**config.mk**
```make
export PLATFORM = sky130hd
export DESIGN_NAME = dtc_seq_walker_flat
export DESIGN_NICKNAME = d
export VERILOG_FILES = /design/src/rtl/dtc_seq_pkg.sv /design/src/rtl/dtc_seq_walker_if.sv /design/src/rtl/dtc_node_table.sv /design/src/rtl/dtc_seq_walker.sv /design/src/flat_wrapper.sv
export SDC_FILE = /design/constraint.sdc
export NUM_CORES = 1
export LEC_CHECK = 0
export ABC_AREA = 0
export CORE_MARGIN = 3
export CORE_UTILIZATION = 66
export CTS_CLUSTER_DIAMETER = 150
export CTS_CLUSTER_SIZE = 25
export DETAILED_ROUTE_END_ITERATION = 12
export PLACE_DENSITY = 0.86
export SYNTH_ARGS = -nofsm -noshare
export SYNTH_HDL_FRONTEND = slang
export SYNTH_HIERARCHICAL = 1
export SYNTH_SLANG_ARGS = --single-unit
```
**constraint.sdc**
```tcl
create_clock -name clk -period 5.8 [get_ports clk]
set_input_delay 0.87 -clock clk [delete_from_list [all_inputs] [get_ports clk]]
set_output_delay 0.87 -clock clk [all_outputs]
set_load 0.01 [all_outputs]
```
**src/rtl/dtc_seq_pkg.sv**
```systemverilog
// rtl/dtc_seq_pkg.sv - shared types and constants for the decision-tree sequential walker
// Holds the node entry layout, its field bit positions, the table geometry,
// the optional step limit and the table reset value.
package dtc_seq_pkg;

    localparam int NODE_COUNT = 16;
    localparam int ENTRY_W    = 13;
    localparam int DEPTH_W    = 5;

    localparam logic [DEPTH_W-1:0] STEP_LIMIT = 5'd16;
    localparam logic [ENTRY_W-1:0] LEAF_RESET = 13'h1000;

    // Field bit positions within a node entry
    localparam int IS_LEAF_BIT    = 12;
    localparam int LEAF_CLASS_BIT = 11;
    localparam int FEAT_IDX_HI    = 10;
    localparam int FEAT_IDX_LO    = 8;
    localparam int PTR_ONE_HI     = 7;
    localparam int PTR_ONE_LO     = 4;
    localparam int PTR_ZERO_HI    = 3;
    localparam int PTR_ZERO_LO    = 0;

    typedef struct packed {
        logic       is_leaf;
        logic       leaf_class;
        logic [2:0] feat_idx;
        logic [3:0] ptr_one;
        logic [3:0] ptr_zero;
    } node_t;

    typedef enum logic [1:0] {
        IDLE = 2'd0,
        WALK = 2'd1,
        DONE = 2'd2
    } walk_state_t;

endpackage

```
**src/rtl/dtc_seq_walker_if.sv**
```systemverilog
// rtl/dtc_seq_walker_if.sv - config, sample and result handshake bundle for the walker
// Signals: cfg_we/cfg_addr/cfg_data/cfg_ready (table write port),
// in_valid/in_ready/in_sample (sample input), out_valid/out_ready/out_class/
// out_depth/out_err (classification result). slave = walker side.
interface dtc_seq_walker_if;
    logic        cfg_we;
    logic [3:0]  cfg_addr;
    logic [12:0] cfg_data;
    logic        cfg_ready;
    logic        in_valid;
    logic        in_ready;
    logic [7:0]  in_sample;
    logic        out_valid;
    logic        out_ready;
    logic        out_class;
    logic [4:0]  out_depth;
    logic        out_err;

    modport slave (
        input  cfg_we, cfg_addr, cfg_data, in_valid, in_sample, out_ready,
        output cfg_ready, in_ready, out_valid, out_class, out_depth, out_err
    );

    modport master (
        output cfg_we, cfg_addr, cfg_data, in_valid, in_sample, out_ready,
        input  cfg_ready, in_ready, out_valid, out_class, out_depth, out_err
    );
endinterface

```
**src/rtl/dtc_node_table.sv**
```systemverilog
// rtl/dtc_node_table.sv - 16x13 node register file, synchronous write, asynchronous read
// Ports: clk, rst_n (sync, active low, loads LEAF_RESET into every entry),
// we/waddr/wdata (write port), raddr/rdata (combinational read port).
module dtc_node_table
    import dtc_seq_pkg::*;
(
    input  logic               clk,
    input  logic               rst_n,
    input  logic               we,
    input  logic [3:0]         waddr,
    input  logic [ENTRY_W-1:0] wdata,
    input  logic [3:0]         raddr,
    output logic [ENTRY_W-1:0] rdata
);

    logic [ENTRY_W-1:0] mem [NODE_COUNT];

    always_ff @(posedge clk) begin
        if (!rst_n) begin
            for (int i = 0; i < NODE_COUNT; i++) begin
                mem[i] <= LEAF_RESET;
            end
        end else if (we) begin
            mem[waddr] <= wdata;
        end
    end

    assign rdata = mem[raddr];

endmodule

```
**src/rtl/dtc_seq_walker.sv**
```systemverilog
// rtl/dtc_seq_walker.sv - walks a programmable binary decision tree one node per cycle
// Ports: clk, rst_n (sync, active low), bus (dtc_seq_walker_if.slave) carrying
// the table write port, the sample input and the classification result.
// Build option: DTC_STEP_LIMIT_EN aborts a walk that reaches depth 16 with
// out_err=1; without it out_err is tied low and a cyclic table walks forever.
module dtc_seq_walker
    import dtc_seq_pkg::*;
(
    input  logic            clk,
    input  logic            rst_n,
    dtc_seq_walker_if.slave bus
);

    walk_state_t        state;
    logic [3:0]         ptr;
    logic [DEPTH_W-1:0] depth;
    logic [7:0]         sample;
    logic               out_valid_q;
    logic               out_class_q;
    logic [DEPTH_W-1:0] out_depth_q;
    logic [ENTRY_W-1:0] rdata;
    node_t              entry;
    logic               table_we;

    // Writes only land while idle, so a walk always sees a frozen table.
    assign table_we = bus.cfg_we && (state == IDLE);

    dtc_node_table u_table (
        .clk   (clk),
        .rst_n (rst_n),
        .we    (table_we),
        .waddr (bus.cfg_addr),
        .wdata (bus.cfg_data),
        .raddr (ptr),
        .rdata (rdata)
    );

    assign entry = node_t'(rdata);

`ifdef DTC_STEP_LIMIT_EN
    logic out_err_q;
    assign bus.out_err = out_err_q;
`else
    assign bus.out_err = 1'b0;
`endif

    always_ff @(posedge clk) begin
        if (!rst_n) begin
            state       <= IDLE;
            ptr         <= '0;
            depth       <= '0;
            sample      <= '0;
            out_valid_q <= 1'b0;
            out_class_q <= 1'b0;
            out_depth_q <= '0;
`ifdef DTC_STEP_LIMIT_EN
            out_err_q   <= 1'b0;
`endif
        end else begin
            case (state)
                IDLE: begin
                    if (bus.in_valid) begin
                        sample <= bus.in_sample;
                        ptr    <= '0;
                        depth  <= '0;
                        state  <= WALK;
                    end
                end
                WALK: begin
                    if (entry.is_leaf) begin
                        out_class_q <= entry.leaf_class;
                        out_depth_q <= depth;
                        out_valid_q <= 1'b1;
`ifdef DTC_STEP_LIMIT_EN
                        out_err_q   <= 1'b0;
`endif
                        state       <= DONE;
`ifdef DTC_STEP_LIMIT_EN
                    end else if (depth == STEP_LIMIT) begin
                        // Still on an internal node after the limit: give up.
                        out_class_q <= 1'b0;
                        out_depth_q <= depth;
                        out_valid_q <= 1'b1;
                        out_err_q   <= 1'b1;
                        state       <= DONE;
`endif
                    end else begin
                        ptr   <= sample[entry.feat_idx] ? entry.ptr_one : entry.ptr_zero;
                        depth <= depth + 5'd1;
                    end
                end
                DONE: begin
                    if (bus.out_ready) begin
                        out_valid_q <= 1'b0;
                        state       <= IDLE;
                    end
                end
                default: state <= IDLE;
            endcase
        end
    end

    assign bus.in_ready  = (state == IDLE);
    assign bus.cfg_ready = (state == IDLE);
    assign bus.out_valid = out_valid_q;
    assign bus.out_class = out_class_q;
    assign bus.out_depth = out_depth_q;

endmodule

```
**src/flat_wrapper.sv**
```systemverilog
// flat-port wrapper written by rule: the top's interface ports become plain ports
module dtc_seq_walker_flat import dtc_seq_pkg::*;
  (clk, rst_n, bus_cfg_we, bus_cfg_addr, bus_cfg_data, bus_in_valid, bus_in_sample, bus_out_ready, bus_cfg_ready, bus_in_ready, bus_out_valid, bus_out_class, bus_out_depth, bus_out_err);
  dtc_seq_walker_if bus_i ();
  input  logic clk;
  input  logic rst_n;
  input wire logic [$bits(bus_i.cfg_we)-1:0] bus_cfg_we;
  input wire logic [$bits(bus_i.cfg_addr)-1:0] bus_cfg_addr;
  input wire logic [$bits(bus_i.cfg_data)-1:0] bus_cfg_data;
  input wire logic [$bits(bus_i.in_valid)-1:0] bus_in_valid;
  input wire logic [$bits(bus_i.in_sample)-1:0] bus_in_sample;
  input wire logic [$bits(bus_i.out_ready)-1:0] bus_out_ready;
  output wire logic [$bits(bus_i.cfg_ready)-1:0] bus_cfg_ready;
  output wire logic [$bits(bus_i.in_ready)-1:0] bus_in_ready;
  output wire logic [$bits(bus_i.out_valid)-1:0] bus_out_valid;
  output wire logic [$bits(bus_i.out_class)-1:0] bus_out_class;
  output wire logic [$bits(bus_i.out_depth)-1:0] bus_out_depth;
  output wire logic [$bits(bus_i.out_err)-1:0] bus_out_err;
  assign bus_i.cfg_we = bus_cfg_we;
  assign bus_i.cfg_addr = bus_cfg_addr;
  assign bus_i.cfg_data = bus_cfg_data;
  assign bus_i.in_valid = bus_in_valid;
  assign bus_i.in_sample = bus_in_sample;
  assign bus_i.out_ready = bus_out_ready;
  assign bus_cfg_ready = bus_i.cfg_ready;
  assign bus_in_ready = bus_i.in_ready;
  assign bus_out_valid = bus_i.out_valid;
  assign bus_out_class = bus_i.out_class;
  assign bus_out_depth = bus_i.out_depth;
  assign bus_out_err = bus_i.out_err;
  dtc_seq_walker u_core (.clk(clk), .rst_n(rst_n), .bus(bus_i));
endmodule
```
==> impl_metrics.json, run 1 <==
{
  "run_status": "finished, final reports clean",
  "ys_seq_elements": 234,
  "grt_setup_unrepaired": "no",
  "fin_nets": 763,
  "mostFrequentLayoutCell": "sky130_fd_sc_hd__edfxtp_1",
  "leakage_nw": 4.074,
  "largest_family_of_logic_cells_by_synthesized_area": "simple AND/OR/NAND/NOR gates",
  "antenna_violations_before_repair": 0,
  "top_layer_used": "met4",
  "detailroute.wirelength.met3_microns": 2581,
  "drt-vias-per-instance": 6.470,
  "routed_wl_microns": 23370,
  "timing_worst_slew_pin_value_ps": 1344,
  "finalHoldWorstSlack_ps": 469.0,
  "final_core_utilization": 0.7441,
  "grt_remaining_overflow": 0,
  "drc": 0,
  "period_needed_ps": 3452,
  "global_route_wire_length_before_repair_microns": 36250,
  "post_route_cells_drive_above_1_share": 0.08844,
  "critPathMaxFanout": 17,
  "cts.repair_timing.setup_buffer_count": 0,
  "die_h_microns": 133.5,
  "worst_ir_drop_on_vdd_v": 0.0003189,
  "floorplan.die_area_sq_um": 17820,
  "synth_xor_xnor_area_share": 0.002449,
  "post_synth_edffs": 208,
  "route.vias.total": 6121,
  "synth.mux.area_fraction": 0.1320,
  "first_global_vias": 6249,
  "clock-root-buffer": "sky130_fd_sc_hd__clkbuf_16",
  "hold_path_startpoint": "u_core/sample[7]",
  "worst_ep_required_time_ps": 5890,
  "synth_cells": 724,
  "worst_ep_arrival_time_ps": 3540,
  "final.setup.tns_ps": 0,
  "synth_net_count": 755,
  "maximum_number_of_pins_on_one_net_before_global_route_repair": 43,
  "worstPathCellList": "clkdlybuf4s50_1 -> nand4bb_1 -> o21ai_1",
  "critical_path.max_stage_delay_ps": 1180,
  "tritoncts": "built",
  "area_fraction_in_and_or_nand_and_nor_cells_after_synthesis": 0.1670,
  "maximum_capacitance_violations": 0,
  "final_antenna_net_count": 0,
  "routedWlPerCell_microns": 24.70,
  "hpwlAfterDp_microns": 15280,
  "area_added_between_synthesis_and_finish_pct": 7.766,
  "final_slew_viol_count": 0,
  "cts_inserted_buffers": 13,
  "critPathCaptureType": "flop",
  "met1Wirelength_microns": 8579,
  "io_pins": 40,
  "startpoint_type": "input port",
  "timing.critical_path.slowest_stage_cell": "sky130_fd_sc_hd__o21ai_1",
  "timing.final.setup_violations": 0,
  "die_width_microns": 133.5,
  "design_power_total_mw": 3.019,
  "layout_common_cells": "sky130_fd_sc_hd__edfxtp_1 (208), sky130_fd_sc_hd__and2_1 (197), sky130_fd_sc_hd__nand2_1 (40)",
  "maxSlewHeadroom": 0.09821,
  "worst_hold_path_type": "flop to flop",
  "crit-reg2reg-launch": "u_core/ptr[0]",
  "ys_seq_area_frac": 0.6306,
  "diodes": 0,
  "htree_num_levels": 1,
  "post_cts_resized": 0,
  "cts_max_path_buffers": 3,
  "core_area_sq_um": 15540,
  "drt_first_iter_violations": 558,
  "critPathKind": "input port to flop",
  "synthFlopType": "sky130_fd_sc_hd__edfxtp_1",
  "numPortBuffers": 38,
  "achievable-frequency_mhz": 289.7,
  "cts_sinks": 234,
  "hold_violations": 0,
  "syn_warnings": 6,
  "ys_async_sr_fraction": 0,
  "cts_hold_buffers": 0,
  "cp-startpoint": "rst_n",
  "post_synth_fa_ha_maj_area_fraction": 0.001166,
  "worstSkewPairLatency_ps": 480,
  "syn-cell-area_sq_um": 10730,
  "powerDensity_nw_per_um2": 261.1,
  "synth.avg_cell_area_sq_um": 14.82,
  "placementRows": 45,
  "clk_pin_slew_worst_paths_ps": 100,
  "drt-pass1-iter-count": 5,
  "yosys.cell_types.count": 39,
  "synth_compound_area_frac": 0.04081,
  "layout_worst_path_cycle_share": 0.5952,
  "initial_core_util": 0.6905,
  "route.met2.wl_microns": 11480,
  "globalRouteTotalUtil": 0.2703,
  "gp_routability_congestion": 0.8589,
  "finClkSkew_ps": 13.97
}
## sequential cells by signal, summed over array words and instances (netlist names)
| name | count |
|---|---|
| u_core/depth | 5 |
| u_core/u_table/mem | 208 |
| u_core/bus.out_valid | 1 |
| u_core/bus.out_depth | 5 |
| u_core/sample | 8 |
| u_core/ptr | 4 |
| u_core/state | 2 |
| u_core/bus.out_class | 1 |
## power breakdown
part           switching, mW  internal (mW)
clock network          0.511          0.423
registers             0.0207           1.89
logic                  0.114         0.0649
total                  0.646           2.37
## worst max-delay path, delay by kind of cell
kind	cells	cell delay [ps]
compound gates	1	1180
buf+inv	1	990
simple gates	1	480
## Yosys cell counts, types with 4 or more instances
master	n	area, sq um
sky130_fd_sc_hd__and2_1	197	1232
sky130_fd_sc_hd__o2bb2ai_1	4	35.03
sky130_fd_sc_hd__nand2b_1	11	68.82
sky130_fd_sc_hd__buf_6	4	45.04
sky130_fd_sc_hd__nand2_1	40	150.1
sky130_fd_sc_hd__mux4_1	26	683.2
sky130_fd_sc_hd__a21boi_0	13	97.59
sky130_fd_sc_hd__mux4_2	28	630.6
sky130_fd_sc_hd__dfxtp_1	26	520.5
sky130_fd_sc_hd__mux2i_1	8	80.08
sky130_fd_sc_hd__buf_4	5	37.54
sky130_fd_sc_hd__nor2_1	17	63.81
sky130_fd_sc_hd__edfxtp_1	208	6246
sky130_fd_sc_hd__clkbuf_1	44	165.2
sky130_fd_sc_hd__o21ai_0	13	65.06
sky130_fd_sc_hd__nor2b_1	9	56.30
sky130_fd_sc_hd__a22oi_1	26	195.2
sky130_fd_sc_hd__or3_1	12	75.07
## cell type report
type                            instances  area [sq um]
Inverter                                2         7.507
Multi-Input combinational cell        431          3689
Timing Repair Buffer                   50         470.5
Tap cell                              211         264.0
Fill cell                             941          3976
Clock buffer                           16         336.6
Clock inverter                          2         25.02
Sequential cell                       234          6771
## logic make-up after synthesis
kind of cell | after synthesis
adders and majority gates | 1
DFF | 234
AOI/OAI and AO/OA | 62
buffers and inverters | 59
xor gates and xnor gates | 3
muxes | 63
other | 1
and+or+nand+nor | 301
## worst paths after layout
kind	slack, ps	end	depth (start not counted)
min reg2reg	470	u_core/sample[7]	2
min	470	u_core/sample[7]	2
max	2350	u_core/u_table/mem[2][2]	3
max reg2reg	2480	u_core/ptr[3]	8
## routing by layer
layer | vias up | track usage
met4 | 0 | 0.07886
li1 | 2680 | -
met5 | - | 0
met3 | 44 | 0.05249
met1 | 3036 | 0.3730
met2 | 361 | 0.4478
## stage by stage
stage               instances  area [sq um]  setup WS, ps
floorplan                 724         10730          3037
global placement          928         11200          2159
detailed placement        928         11200          1930
CTS                       946         11560          2406
global route              946         11560          2185
finish                    946         11560          2348
(Power assumes the default switching activity.)
==> run 2, diff against run 1 <==
Settings changed: CORE_UTILIZATION 66 to 61, PLACE_DENSITY 0.86 to 0.81.
Clock period 5.8 ns to 3.5 ns, I/O delays scaled along.
==> run 2 against run 1 <==
Worst hold slack improved by 4.3 ps. Register-to-register slack worse by 1900 ps. Clock power up 64%. Critical path depth increased by 5. Largest cell class unchanged. Largest power group unchanged.
==> impl_metrics.json, run 2 (synthesis results as in run 1) <==
{
  "run_status": "finished, final reports clean",
  "register_to_register_path_depth": 8,
  "period_needed_ps": 2932,
  "critical_path.max_stage_delay_ps": 650,
  "routedWlPerCell_microns": 23.66,
  "diodes": 0,
  "critPathCaptureType": "flop",
  "layout_worst_path_cycle_share": 0.8378,
  "clk_pin_slew_worst_paths_ps": 100,
  "largest_register_ffs": 208,
  "drt-pass1-iter-count": 5,
  "final_slew_viol_count": 0,
  "hold_violations": 0,
  "final_antenna_net_count": 0,
  "drc": 0,
  "cp-startpoint": "u_core/ptr[0]",
  "floorplan.die_area_sq_um": 19220,
  "critical-path-top-cell-by-count": "sky130_fd_sc_hd__mux4_1",
  "worst_ep_arrival_time_ps": 3300,
  "achievable-frequency_mhz": 341.0,
  "cts.repair_timing.setup_buffer_count": 0,
  "post_cts_resized": 0,
  "layout_common_cells": "sky130_fd_sc_hd__edfxtp_1 (208), sky130_fd_sc_hd__and2_1 (197), sky130_fd_sc_hd__nand2_1 (40)",
  "worstHoldPathCells": 2,
  "antenna_violations_before_repair": 0,
  "global_route_wire_length_before_repair_microns": 35610,
  "grt_remaining_overflow": 0,
  "leakage_nw": 4.171,
  "drt-vias-per-instance": 6.295,
  "maximum_capacitance_violations": 0,
  "core_area_sq_um": 16880,
  "drt_first_iter_violations": 718,
  "globalRouteTotalUtil": 0.2390,
  "largest_register": "u_core/u_table/mem",
  "timing.critical_path.slowest_stage_cell": "sky130_fd_sc_hd__dfxtp_4",
  "io_pins": 40,
  "tritoncts": "built",
  "timing_worst_slew_pin_value_ps": 936.2,
  "critPathKind": "flop to flop",
  "critical-path-top-delay-family": "multiplexers",
  "hold_path_startpoint": "u_core/sample[7]",
  "design_power_total_mw": 4.986,
  "worst_ir_drop_on_vdd_v": 0.0005156,
  "clock-root-buffer": "sky130_fd_sc_hd__clkbuf_16",
  "hold_end": "u_core/sample[7]",
  "path_depth": 8,
  "placementRows": 47,
  "post_route_cells_drive_above_1_share": 0.1113,
  "cts_max_path_buffers": 3,
  "area_added_between_synthesis_and_finish_pct": 9.224,
  "numPortBuffers": 38,
  "initial_core_util": 0.6358,
  "finClkSkew_ps": 32.08,
  "htree_num_levels": 1,
  "maximum_number_of_pins_on_one_net_before_global_route_repair": 27,
  "cts_inserted_buffers": 13,
  "first_global_vias": 6169,
  "critPathMaxFanout": 23,
  "timing.final.setup_violations": 0,
  "worst_case_register_to_register_setup_slack_ps": 570,
  "gp_routability_congestion": 0.8800,
  "crit-reg2reg-launch": "u_core/ptr[0]",
  "hpwlAfterDp_microns": 15380,
  "route.vias.total": 6138,
  "worst_ep_required_time_ps": 3870,
  "worstSkewPairLatency_ps": 470,
  "top_regs": "u_core/u_table/mem (208), u_core/sample (8)",
  "maxSlewHeadroom": 0.3735,
  "routed_wl_microns": 23070,
  "final_non_filler_cell_area_sq_um": 11720,
  "die_h_microns": 138.6,
  "cts_hold_buffers": 0,
  "critical_path_buf_inv_count": 1,
  "die_width_microns": 138.6,
  "mostFrequentLayoutCell": "sky130_fd_sc_hd__edfxtp_1",
  "grt_setup_unrepaired": "no",
  "startpoint_type": "flop",
  "cts_sinks": 234,
  "worstPathCellList": "buf_4 -> mux4_1 -> a22oi_1 -> nand2_1 -> mux4_1 -> mux2i_4 -> mux2i_1 -> o2bb2ai_1",
  "final.setup.tns_ps": 0,
  "fin_nets": 783,
  "worst_hold_path_type": "flop to flop",
  "powerDensity_nw_per_um2": 425.4,
  "r2r-end": "u_core/ptr[2]",
  "placed_area_sq_um": 11360
}
[run 2: worst max path at each step]
stage | end | slack, ps
global placement | u_core/ptr[0] | 670
detailed placement | u_core/ptr[2] | 600
global route | u_core/ptr[1] | 370
CTS | u_core/ptr[2] | 570
finish | u_core/ptr[2] | 570
floorplan | u_core/u_table/mem[1][0] | 920
[run 2: tightest hold or removal path, delay by kind of cell (launching register included)]
family          cells  cell delay, ps
compound gates      1              60
flops               1             320
simple gates        1              50
[run 2: layout make-up]
class,instances,area [sq um]
multi-input combinational,431,3689
sequential,234,6771
clock buffer,17,340.3
clock inverter,1,16.27
timing repair buffer,70,620.6
inverter,2,7.507
tap,220,275.3
fill,1074,5157
[run 2: layer usage]
| metal | track usage | part of all wire | vias to the layer above |
|---|---|---|---|
| met5 | 0 | 0 | - |
| met4 | 0.06591 | 0.029 | 0 |
| met3 | 0.04000 | 0.088 | 51 |
| met2 | 0.3965 | 0.49 | 315 |
| met1 | 0.3350 | 0.40 | 3052 |
| li1 | - | - | 2720 |
[run 2: metrics by stage]
step,instances,setup WS [ps],hold WS (ps),utilization
2_1_floorplan,724,921.6,427.1,-
3_3_place_gp,957,668.0,452.5,0.6733
3_5_place_dp,957,599.1,457.1,0.6733
4_1_cts,975,565.6,476.1,0.6944
5_1_grt,975,368.8,502.6,0.6944
6_report,975,567.8,473.2,0.6944
[run 2: report_power, final]
| part | switching [mW] | internal [mW] | total [mW] | leakage, nW |
|---|---|---|---|---|
| clock network | 0.831 | 0.699 | 1.53 | 0.172 |
| registers | 0.0336 | 3.12 | 3.16 | 2.33 |
| logic | 0.184 | 0.117 | 0.301 | 1.67 |
==> run 3, diff against run 2 <==
Clock period 3.5 ns to 2.9 ns, I/O delays scaled along.
==> run 3 against run 2 <==
Fmax is 7.9% higher. First-iteration DRC count is 4.3% higher. Combinational power up 27%.
==> impl_metrics.json, run 3 (synthesis results as in run 1) <==
{
  "run_status": "finished, final reports clean",
  "grt_setup_unrepaired": "no",
  "worstSkewPairLatency_ps": 480,
  "achievable-frequency_mhz": 368.0,
  "htree_num_levels": 1,
  "numPortBuffers": 38,
  "maxSlewHeadroom": 0.3032,
  "worstPathCellList": "buf_4 -> mux4_1 -> a22oi_1 -> nand2_1 -> mux4_1 -> mux2i_4 -> mux2i_1 -> o2bb2ai_1",
  "power.share.switching": 0.2136,
  "setup_ws_ps": 182.9,
  "drt_first_iter_violations": 749,
  "drc": 0,
  "diodes": 0,
  "final_slew_viol_count": 0,
  "core_area_sq_um": 16880,
  "grt_remaining_overflow": 0,
  "worst_ir_drop_on_vdd_v": 0.0004946,
  "first_global_vias": 6647,
  "share_clk_of_total_power": 0.309,
  "worst_ep_required_time_ps": 3270,
  "worst_ep_arrival_time_ps": 3080,
  "io_pins": 40,
  "clk_pin_slew_worst_paths_ps": 100,
  "fin_nets": 803,
  "cts_max_path_buffers": 3,
  "worst_hold_path_type": "flop to flop",
  "largest_register": "u_core/u_table/mem",
  "die_h_microns": 138.6,
  "startpoint_type": "flop",
  "period_needed_ps": 2717,
  "finalHoldWorstSlack_ps": 485.3,
  "critPathMaxFanout": 13,
  "placed_area_sq_um": 11460,
  "global_route_wire_length_before_repair_microns": 37850,
  "gp_routability_congestion": 0.9412,
  "die_width_microns": 138.6,
  "antenna_violations_before_repair": 0,
  "globalRouteTotalUtil": 0.2529,
  "area_added_between_synthesis_and_finish_pct": 10.74,
  "timing.final.setup_violations": 0,
  "maximum_capacitance_violations": 0,
  "combPwrFrac": 0.063,
  "initial_core_util": 0.6358,
  "cts_inserted_buffers": 13,
  "post_route_cells_drive_above_1_share": 0.1368,
  "timing_worst_slew_pin_value_ps": 1041,
  "mostFrequentLayoutCell": "sky130_fd_sc_hd__edfxtp_1",
  "nFillCells": 1073,
  "timing.critical_path.slowest_stage_cell": "sky130_fd_sc_hd__mux4_1",
  "maximum_number_of_pins_on_one_net_before_global_route_repair": 27,
  "leakage_nw": 4.276,
  "critical-path-top-delay-family": "multiplexers",
  "top_regs": "u_core/u_table/mem (208), u_core/sample (8)",
  "place_ws_ps": 130.7,
  "hold_violations": 0,
  "final_core_utilization": 0.7041,
  "drt-pass1-iter-count": 5,
  "critical_path.max_stage_delay_ps": 550,
  "layout_worst_path_cycle_share": 0.9369,
  "clock-root-buffer": "sky130_fd_sc_hd__clkbuf_16",
  "routedWlPerCell_microns": 24.39,
  "final_non_filler_cell_area_sq_um": 11880,
  "critical-path-top-cell-by-count": "sky130_fd_sc_hd__mux4_1",
  "internal-power_mw": 4.765,
  "floorplan.die_area_sq_um": 19220,
  "final.setup.tns_ps": 0,
  "routed_wl_microns": 24270,
  "final_antenna_net_count": 0,
  "hpwlAfterDp_microns": 16360,
  "finClkSkew_ps": 17.18,
  "critical_path_buf_inv_count": 1,
  "net-switching-power_mw": 1.294,
  "placementRows": 47,
  "route.vias.total": 6299,
  "critPathCaptureType": "flop",
  "drt-vias-per-instance": 6.331,
  "powerDensity_nw_per_um2": 509.9,
  "layout_common_cells": "sky130_fd_sc_hd__edfxtp_1 (208), sky130_fd_sc_hd__and2_1 (197), sky130_fd_sc_hd__buf_4 (52)",
  "critPathKind": "flop to flop",
  "sequential_share_of_power": 0.628,
  "tritoncts": "built",
  "largest_register_ffs": 208,
  "cts_sinks": 234
}
-- run 3: stage by stage --
step,cells,power [mW]
final,995,6.059
after detailed placement,970,4.261
after global placement,970,4.237
after global routing,995,6.240
after floorplan,724,4.068
after CTS,988,6.080
-- run 3: worst register-to-register path, stage by stage (launching register included) --
cell	delay [ps]
sky130_fd_sc_hd__dfxtp_4	460
sky130_fd_sc_hd__buf_4	150
sky130_fd_sc_hd__mux4_1	550
sky130_fd_sc_hd__a22oi_1	210
sky130_fd_sc_hd__nand2_1	120
sky130_fd_sc_hd__mux4_1	510
sky130_fd_sc_hd__mux2i_4	280
sky130_fd_sc_hd__mux2i_1	270
sky130_fd_sc_hd__o2bb2ai_1	80
-- run 3: metal layers --
layer	GRT usage	share of wire
met1	0.3387	0.38
met2	0.4283	0.50
met3	0.05276	0.10
met4	0.06900	0.026
met5	0.005013	0
-- run 3: final cells by class --
type | count | area, sq um | share of cell area
Clock buffer | 16 | 336.6 | 0.02832
Tap cell | 220 | 275.3 | 0.02317
Inverter | 2 | 7.507 | 0.0006318
Multi-Input combinational cell | 431 | 3694 | 0.3108
Sequential cell | 234 | 6774 | 0.5701
Clock inverter | 2 | 25.02 | 0.002106
Timing Repair Buffer | 90 | 770.7 | 0.06486
-- run 3: worst paths after layout --
| kind | from | to | slack [ps] | cells after the start |
|---|---|---|---|---|
| setup / recovery | u_core/ptr[0] | u_core/ptr[2] | 180 | 8 |
| hold / removal | u_core/sample[6] | u_core/sample[6] | 490 | 2 |
| setup reg to reg | u_core/ptr[0] | u_core/ptr[2] | 180 | 8 |
| hold reg to reg | u_core/sample[6] | u_core/sample[6] | 490 | 2 |
-- run 3: what timing repair did --
item	CTS	global route
setup buffers	0	7
hold buffers	0	0
endpoints found under the setup margin	0	3
gates resized for setup	0	2
-- run 3: power groups by stage --
| stage | clock network [mW] | registers (mW) | logic (mW) |
|---|---|---|---|
| floorplan | 0 | 3.87 | 0.202 |
| global placement | 0 | 3.87 | 0.365 |
| detailed placement | 0 | 3.88 | 0.378 |
| CTS | 1.89 | 3.81 | 0.381 |
| global route | 2.02 | 3.81 | 0.407 |
| finish | 1.87 | 3.81 | 0.383 |
==> RTL edit, RTL diff (settings of run 2) <==
Encoding of `walk_state_t`: now one-hot (3 bits for 3 states).
--- a/src/rtl/dtc_seq_pkg.sv
+++ b/src/rtl/dtc_seq_pkg.sv
@@ -29,8 +29,8 @@
     } node_t;
 
-    typedef enum logic [1:0] {
-        IDLE = 2'd0,
-        WALK = 2'd1,
-        DONE = 2'd2
+    typedef enum logic [2:0] {
+        IDLE = 3'b001,
+        WALK = 3'b010,
+        DONE = 3'b100
     } walk_state_t;
 
Check against the original RTL: no difference found for any inputs over 4 cycles, from zero or initial values and one cycle with rst_n low; so few cycles prove little.
==> RTL edit against run 2 <==
Critical path depth down 1; synthesized cell count up 0.41%; total power up 1.3%; first-iteration DRC count up 36%; hold slack better by 0.0036 ns; die area up 0.64%; area after synthesis up 0.68%; clock power up 3%; sequential power about the same; global-route usage up 1.5 points; routed wire length up 4.2%; setup slack worse by 0.058 ns; sequential cell count up 1; design area up 0.64%; critical endpoint is now u_core/ptr[0]$_SDFFE_PN0P_.
==> RTL edit: results (changes against run 2) <==
| Metric | Value |
|---|---|
| DP Wirelength | `15.7 mm (+2.1%)` |
| DRT Wirelength | `24.0 mm (+4.2%)` |
| Synthesized Nets | `758 (+0.40%)` |
| Met1 wire length | `9.29 mm (+1.7%)` |
| First-pass GRT wire length | `37.6 mm (+5.6%)` |
| Psw | `1.09 mW (+3.6%)` |
| Placed inst area | `11400 um^2 (+0.56%)` |
| Filler cell count | `1132 (+5.4%)` |
| Reg-to-Reg Start | `u_core/ptr[1]$_SDFFE_PN0P_` |
| Max Fanout on Critical Path | `28 (+22%)` |
| Top delay family on crit path | `flip-flops` |
| VDD IR max | `0.000449 V (-13%)` |
| CP max-delay cell | `dfxtp_2` |
| Crit path largest cell delay | `0.84 ns (+0.19 ns)` |
| Synth cell types | `43 (+10%)` |
| Worst hold path startpoint | `u_core/sample[0]$_SDFFE_PN0P_` |
| Synth cell count leaders | `edfxtp_1 (208), and2_1 (197), clkbuf_1 (42)` |
| #FFs+latches synth | `235 (+0.43%)` |
| Register area share after synthesis | `62.8% (-0.24 points)` |
| Leakage power | `4.11 nW (-1.4%)` |
| Layout cell share with drive strength beyond 1 | `11.6% (+0.47 points)` |
| Met2 Routed Length | `11.8 mm (+5.1%)` |
| Status | `finished clean` |
| WP data arrival | `3.36 ns (+0.06 ns)` |
| RePlAce Congestion | `0.839 (-4.6%)` |
| Synth area leaders | `edfxtp_1 (58%), and2_1 (11%), mux4_2 (6.3%)` |
| Measured slew at the worst slew-check pin | `0.916 ns (-0.0203 ns)` |
RTL edit: final cells by class:
type	instances	area, um^2	area share, %
flip-flops and latches	235	6790	57.6
well taps	225	282	2.39
multi-input cells	433	3740	31.7
clock buffers	20	352	2.98
inverters	1	3.75	0.0318
repair buffers	69	613	5.20
clock inverters	1	16.3	0.138
RTL edit: metal layers:
layer	GRT usage, %	vias up
met3	4.69	28
met1	36.5	3066
met2	41.1	308
li1	-	2733
met4	6.44	0
met5	0	-
RTL edit: path summary, 6_finish.rpt:
kind         slack, ns                            end  cells past startpoint
max               0.51     u_core/ptr[0]$_SDFFE_PN0P_                      7
min               0.48  u_core/sample[0]$_SDFFE_PN0P_                      2
max reg2reg       0.51     u_core/ptr[0]$_SDFFE_PN0P_                      7
min reg2reg       0.48  u_core/sample[0]$_SDFFE_PN0P_                      2
RTL edit: power groups by stage:
stage	logic [mW]	clock network (mW)	registers [mW]
2_1_floorplan	0.164	0	3.22
3_3_place_gp	0.290	0	3.23
3_5_place_dp	0.301	0	3.23
4_1_cts	0.303	1.60	3.17
5_1_grt	0.325	1.70	3.18
6_report	0.305	1.58	3.17
RTL edit: logic make-up after synthesis:
kind of cell | synth area share, %
other cells | 0.0347
buf+inv | 2.58
simple gates | 16.9
fa+ha+maj | 0.116
flops | 62.8
xor+xnor | 0.243
mux | 13.2
compound gates | 4.07
RTL edit: stage by stage:
stage / hold WS, ns / instances / utilization (%) / setup WS [ns]
6_report: 0.477 / 984 / 68.2 / 0.510
5_1_grt: 0.484 / 984 / 68.2 / 0.237
4_1_cts: 0.480 / 984 / 68.2 / 0.520
3_5_place_dp: 0.467 / 963 / 66.1 / 0.529
3_3_place_gp: 0.462 / 963 / 66.1 / 0.600
2_1_floorplan: 0.427 / 727 / - / 0.615
